$ cat src/rtl/program_sequencer.sv
// program_sequencer: program counter with a zero-overhead hardware loop stack.
module program_sequencer #(
    parameter int AW    = 16,
    parameter int DEPTH = 4,
    parameter int CW    = 16
) (
    input  logic                         clk,
    input  logic                         reset,
    input  logic                         stall,
    input  logic                         loop_we,
    input  logic [AW-1:0]                loop_end,
    input  logic [CW-1:0]                loop_count,
    input  logic                         br_taken,
    input  logic [AW-1:0]                br_target,
    output logic [AW-1:0]                pc,
    output logic [$clog2(DEPTH+1)-1:0]   loop_depth,
    output logic                         loop_active,
    output logic                         seq_err
);
    localparam int DW = $clog2(DEPTH + 1);
    localparam int IW = DEPTH > 1 ? $clog2(DEPTH) : 1;

    logic [AW-1:0] st_start [DEPTH];
    logic [AW-1:0] st_end   [DEPTH];
    logic [CW-1:0] st_cnt   [DEPTH];
    logic [IW-1:0] top;
    logic [IW-1:0] wr;
    logic          at_end;
    logic          full;
    logic          push;
    logic          pop;
    logic          dec;
    logic          set_err;
    logic [AW-1:0] pc_inc;
    logic [AW-1:0] pc_nxt;

    assign loop_active = loop_depth != '0;
    assign full        = loop_depth == DW'(DEPTH);
    assign top         = loop_active ? IW'(loop_depth - DW'(1)) : '0;
    assign wr          = IW'(loop_depth);
    assign pc_inc      = pc + AW'(1);
    assign at_end      = loop_active && pc == st_end[top];

    // A loop set-up on the outer end address wins over that end check.
    always_comb begin
        pc_nxt  = pc_inc;
        push    = 1'b0;
        pop     = 1'b0;
        dec     = 1'b0;
        set_err = 1'b0;
        if (br_taken) begin
            pc_nxt = br_target;
        end else if (loop_we) begin
            if (loop_count == '0) begin
                pc_nxt = loop_end + AW'(1);
            end else if (full) begin
                set_err = 1'b1;
            end else begin
                push    = 1'b1;
                set_err = loop_active && (loop_end == st_end[top] || at_end);
            end
        end else if (at_end) begin
            if (st_cnt[top] > CW'(1)) begin
                pc_nxt = st_start[top];
                dec    = 1'b1;
            end else begin
                pop = 1'b1;
            end
        end
    end

    always_ff @(posedge clk or posedge reset) begin
        if (reset) begin
            pc         <= '0;
            loop_depth <= '0;
            seq_err    <= 1'b0;
            for (int i = 0; i < DEPTH; i++) begin
                st_start[i] <= '0;
                st_end[i]   <= '0;
                st_cnt[i]   <= '0;
            end
        end else if (!stall) begin
            pc      <= pc_nxt;
            seq_err <= seq_err | set_err;
            if (push) begin
                st_start[wr] <= pc_inc;
                st_end[wr]   <= loop_end;
                st_cnt[wr]   <= loop_count;
                loop_depth   <= loop_depth + DW'(1);
            end else if (pop) begin
                loop_depth <= loop_depth - DW'(1);
            end else if (dec) begin
                st_cnt[top] <= st_cnt[top] - CW'(1);
            end
        end
    end
endmodule

$ cat config.mk
export PLATFORM = sky130hd
export DESIGN_NAME = program_sequencer
export DESIGN_NICKNAME = d
export VERILOG_FILES = /design/src/rtl/program_sequencer.sv
export SDC_FILE = /design/constraint.sdc
export NUM_CORES = 1
export LEC_CHECK = 0
export CORE_UTILIZATION = 30
export DETAILED_ROUTE_END_ITERATION = 6
export GPL_TIMING_DRIVEN = 1
export PLACE_DENSITY_LB_ADDON = 0.12
export SLEW_MARGIN = 0
export SYNTH_ARGS = -nofsm -noshare
export SYNTH_HDL_FRONTEND = slang
export SYNTH_SLANG_ARGS = --single-unit
$ cat constraint.sdc
create_clock -name clk -period 10.15 [get_ports clk]
set_input_delay 2.5375 -clock clk [delete_from_list [all_inputs] [get_ports clk]]
set_output_delay 2.5375 -clock clk [all_outputs]
set_load 0.005 [all_outputs]
# Yosys cells after proc, flatten, opt, wreduce, memory -nomap -nowiden
# Cells that the tools add are included.
# classes
n_addsub	5
reduce_logical	12
eq_ne	4
n_mux	44
bitwise	4
n_lt_le_gt_ge	5
# ops
cell	n
$bwmux W64	4
$mux W16	13
$mux W64	3
$bmux W16 S2	3
$demux W16 S2	2
$add A16 B1 Y16 const B	2
$eq A16 B16 Y1	2
$gt A16 B1 Y1 const B	1
$logic_not A16 Y1	1
$mux W1	16
$sub A16 B1 Y16 const B	1
$ge A3 B3 Y1 const B	2
$lt A3 B1 Y1 const B	2
$mux W3	2
$not A2 Y3	2
$logic_and A1 B1 Y1	4
$reduce_and A2 Y1	2
$reduce_bool A2 Y1	2
$add A3 B1 Y3 const B	1
$eq A3 B3 Y1 const B	1
$reduce_and A3 Y1	1
$reduce_bool A3 Y1	1
$sub A3 B1 Y3 const B	1
$mux W2	1
other kinds (4)	4
# word_totals
regBits	212
output_inout_bits	21
input_bits	53
wordCells	89

# Depth between registers and ports, before layout
# depth
ltp_word	15
ltp_mapped	22

# Least setup slack after synthesis
# No wires, ideal clock.
# synth_timing
kind	input to register
start	input loop_count[1]
end	register st_cnt[16] (netlist name)
setup_slack_ns	5.320
required_ns	10.026
setup_time_ns	0.124
arrival_ns	4.706
path_stages	9
path_cell_list	nor4_1 -> nand4_1 -> nand2_1 -> a21oi_1 -> nor3_1 -> o21ai_0 -> o21a_1 -> buf_2 -> o2bb2ai_1
# synth_via
elab_chain_len	6
elab_cells_between_ends	8
classes_between	eq/ne: 1; mux: 4; reduce/logical: 3
# synth_lines
element	line	source
from (decl)	12	input logic [CW-1:0] loop_count,
$logic_not A16 Y1 *	54	if (loop_count == '0) begin
$mux W1 *	54	
$mux W1 *	53	end else if (loop_we) begin
$mux W1 *	51	if (br_taken) begin
$ne A2 B2 Y1 (no line) / $reduce_bool A2 Y1 (equally long branches)	n/a	
$reduce_and A3 Y1 (no line)	n/a	
to (signal, indexed assignment)	88	st_cnt[wr] <= loop_count;
to (signal, indexed assignment)	93	st_cnt[top] <= st_cnt[top] - CW'(1);
to (decl)	25	logic [CW-1:0] st_cnt [DEPTH];
# Mark *: on every way between the ends. The rest lies on a longest branch, timed or not.
# A chain may end at the register's enable or synchronous reset.

# Worst setup path after layout
# layout_timing
start	input loop_count[1]
end	register st_cnt[28] (netlist name)
# Same word-level chain as after synthesis.

==> flow_summary.json <==
{
  "maxCapViolCount": 0,
  "wire_length_on_met2_um": 18500,
  "slowest_stage_delay_on_critical_path_ps": 920,
  "status": "finished clean",
  "cp.arrival_ps": 6700,
  "die_w_um": 201,
  "critPathSlowestCell": "sky130_fd_sc_hd__and2_0",
  "worst_r2r_path_depth": 13,
  "drt-vias-per-instance": 5.50,
  "root_buffer": "sky130_fd_sc_hd__clkbuf_16",
  "core_um2": 38800,
  "syn2layout_area_growth_pct": 16.9,
  "power.density_cell_area_nw_per_um2": 276,
  "die_h_um": 201,
  "postRouteAntennaNets": 0,
  "place.gp.congestion": 0.856,
  "routed.top_layer": "met5",
  "worstReg2RegEnd": "st_cnt[52]$_DFFE_PP0P_",
  "internal_power_mw": 2.38,
  "synth_seq_area_share_pct": 44.6,
  "path_max_fanout": 28,
  "critical_path_required_ps": 10550,
  "postLayoutSetupSlackWorst_ps": 3850,
  "detail_placement_hpwl_um": 26800,
  "gr-usage-all-layers_pct": 19.8,
  "critical_path_cell_list": "clkdlybuf4s50_1, nor4_1, nand4_1, buf_4, nand2_1, a21oi_1, and2_0, o21ai_0, o21a_1, o2bb2ai_1",
  "clkSinkCount": 212,
  "nets_finish": 1280,
  "final_cell_mix": "sky130_fd_sc_hd__dfrtp_1, sky130_fd_sc_hd__nand2_1, sky130_fd_sc_hd__a22oi_1",
  "cp-startpoint": "loop_count[1]",
  "clock.fmax_ghz": 0.159,
  "hold_viol": 0,
  "power_frac_comb_pct": 38.9,
  "total_leakage_power_nw": 5.71,
  "startpoint_type": "input pin",
  "synthDistinctLibCells": 67,
  "endpoint_kind": "flip-flop",
  "overflow": 0,
  "timing.setup.tns_ps": 0,
  "timing.hold.ws_ps": 481,
  "io_buffer_count": 73,
  "timing_worst_slew_pin_value_ps": 1180,
  "fill_cells": 3945,
  "clock_insertion_delay_worst_skew_ps": 580,
  "first_global_vias": 9615,
  "final_layout_size_suffix_gt1_share_pct": 13.3,
  "hold_class": "flip-flop to flip-flop",
  "ff2ff_setup_slack_ps": 4300,
  "drtIter0Drc": 859,
  "vdd_drop_max_mv": 0.137,
  "post_cts.resized_instances": 0,
  "sequential_fraction_of_design_power_pct": 35.7,
  "num_vias": 9655,
  "post_cts_hold_buffer_count": 0,
  "rsz0062_at_grt": "false",
  "most_common_library_cell_in_the_layout_ignoring_fill_and_taps": "sky130_fd_sc_hd__dfrtp_1",
  "grt_antenna_before_repair": 1,
  "drt-met1-wl_um": 18500,
  "finalSetupViolCount": 0,
  "design.portCount": 74,
  "synth_enable_flop_cells": 0,
  "mapped_area_um2": 11900,
  "detailed_route_wire_length_um": 39900,
  "layout_min_cycle_time_ps": 6300,
  "synth_area_per_cell_um2": 9.98,
  "met3WireLength_um": 2030,
  "final_cells": 1754,
  "p_total_mw": 3.84,
  "post-route-drc-count": 0,
  "postSynthCellCount": 1192,
  "worst_slew_slack_as_a_fraction_of_its_limit_pct": 21.2,
  "setup.worst_path.end": "st_cnt[28]$_DFFE_PP0P_",
  "worst_clock_skew_ps": 32.6,
  "slew_viol_final": 0,
  "worst_setup_hold_path_clk_slew_ps": 60,
  "dpl_worst_slack_ps": 3270,
  "min_period_over_period_pct": 62.0,
  "worst-setup-path-type": "input pin to flip-flop",
  "async_flop_share_pct": 100,
  "post-cts-setup-buffer-count": 0,
  "placedInstanceArea_um2": 13000,
  "final_area_um2": 13900,
  "tritoncts.num_buffers": 27,
  "dpl.cell_count": 1707,
  "tritoncts_clock_tree": "done",
  "yosys_register_bits": 212,
  "h_tree_level_count": 1,
  "synth_top_flop_cell": "sky130_fd_sc_hd__dfrtp_1",
  "grt_max_degree": 89,
  "total_die_area_um2": 40400,
  "first_pass_grt_wire_length_um": 61900,
  "ant_cells": 0,
  "clock_tree.buffer_depth": 3,
  "sw_frac_of_total_pct": 37.9,
  "floorplan.initialDensity_pct": 30.6,
  "drtPass1Iterations": 7,
  "synth_nets": 1254,
  "core.rowCount": 72,
  "net_switching_power_mw": 1.46,
  "worstReg2RegStart": "loop_depth[0]$_DFFE_PP0P_",
  "final_core_util_pct": 35.8,
  "clock_power_share_pct": 25.4,
  "route.detailed.wl_per_inst_um": 22.7,
  "synth-warning-count": 0
}
## critical path, delay by kind of cell
kind / cells / cell delay [ps]
buf+inv: 2 / 950
simple gates: 4 / 1500
compound gates: 4 / 1680
## cells by family after synthesis
logic type	count (synthesis)	synth area share [%]
AO/OA/AOI/OAI	372	23.0
AND/OR/NAND/NOR	305	12.0
flip-flops	212	44.6
buffers and inverters	121	4.60
multiplexers	109	10.1
XOR/XNOR	64	4.71
adder cells (fa/ha/maj)	9	0.947
## metal layers
layer	vias up	global-route usage, %
met2	296	31.4
met1	4817	28.1
met3	60	3.40
met4	2	4.44
li1	4480	-
met5	-	0
## synth_stat cells (13+ instances only)
cell type | n | area [um2]
sky130_fd_sc_hd__a22oi_1 | 79 | 593
sky130_fd_sc_hd__clkbuf_1 | 56 | 210
sky130_fd_sc_hd__buf_2 | 23 | 115
sky130_fd_sc_hd__xor2_1 | 18 | 158
sky130_fd_sc_hd__mux2i_1 | 33 | 330
sky130_fd_sc_hd__inv_1 | 23 | 86.3
sky130_fd_sc_hd__nor2_1 | 50 | 188
sky130_fd_sc_hd__a21boi_0 | 15 | 113
sky130_fd_sc_hd__a21oi_1 | 39 | 195
sky130_fd_sc_hd__nand2_1 | 160 | 601
sky130_fd_sc_hd__o2bb2ai_1 | 64 | 561
sky130_fd_sc_hd__xnor2_1 | 46 | 403
sky130_fd_sc_hd__nand3_1 | 21 | 105
sky130_fd_sc_hd__a222oi_1 | 14 | 140
sky130_fd_sc_hd__o21ai_0 | 77 | 385
sky130_fd_sc_hd__dfrtp_1 | 212 | 5310
sky130_fd_sc_hd__nor4_1 | 13 | 81.3
sky130_fd_sc_hd__mux2_2 | 71 | 800
sky130_fd_sc_hd__o211ai_1 | 16 | 120
## final cells by class
cell class / instances / area [um2] / area share (%)
Timing Repair Buffer: 94 / 883 / 6.35
Inverter: 24 / 98.8 / 0.711
Clock buffer: 40 / 785 / 5.64
Clock inverter: 7 / 104 / 0.747
Multi-Input combinational cell: 859 / 6080 / 43.7
Sequential cell: 212 / 5310 / 38.2
Tap cell: 518 / 648 / 4.66
## registers in the layout (all words and copies together) (netlist names)
signal      count
st_cnt         64
st_end         64
st_start       64
pc             16
loop_depth      3
seq_err         1
## power by group through the flow
stage	clock network (mW)	registers, mW	logic [mW]
detailed placement	0	1.38	1.49
finish	0.976	1.37	1.49
CTS	1.00	1.37	1.49
global placement	0	1.38	1.48
global route	1.04	1.40	1.64
floorplan	0	1.30	1.10
## worst min-delay path by stage
stage,from,endpoint,cells after the start
after CTS,st_start[49]$_DFFE_PP0P_,st_start[49]$_DFFE_PP0P_,2
final,st_start[38]$_DFFE_PP0P_,st_start[38]$_DFFE_PP0P_,2
after global routing,st_cnt[41]$_DFFE_PP0P_,st_cnt[41]$_DFFE_PP0P_,1
after global placement,st_end[56]$_DFFE_PP0P_,st_end[56]$_DFFE_PP0P_,2
after detailed placement,st_start[49]$_DFFE_PP0P_,st_start[49]$_DFFE_PP0P_,2
after floorplan,st_start[49]$_DFFE_PP0P_,st_start[49]$_DFFE_PP0P_,2
(Power assumes the default switching activity.)
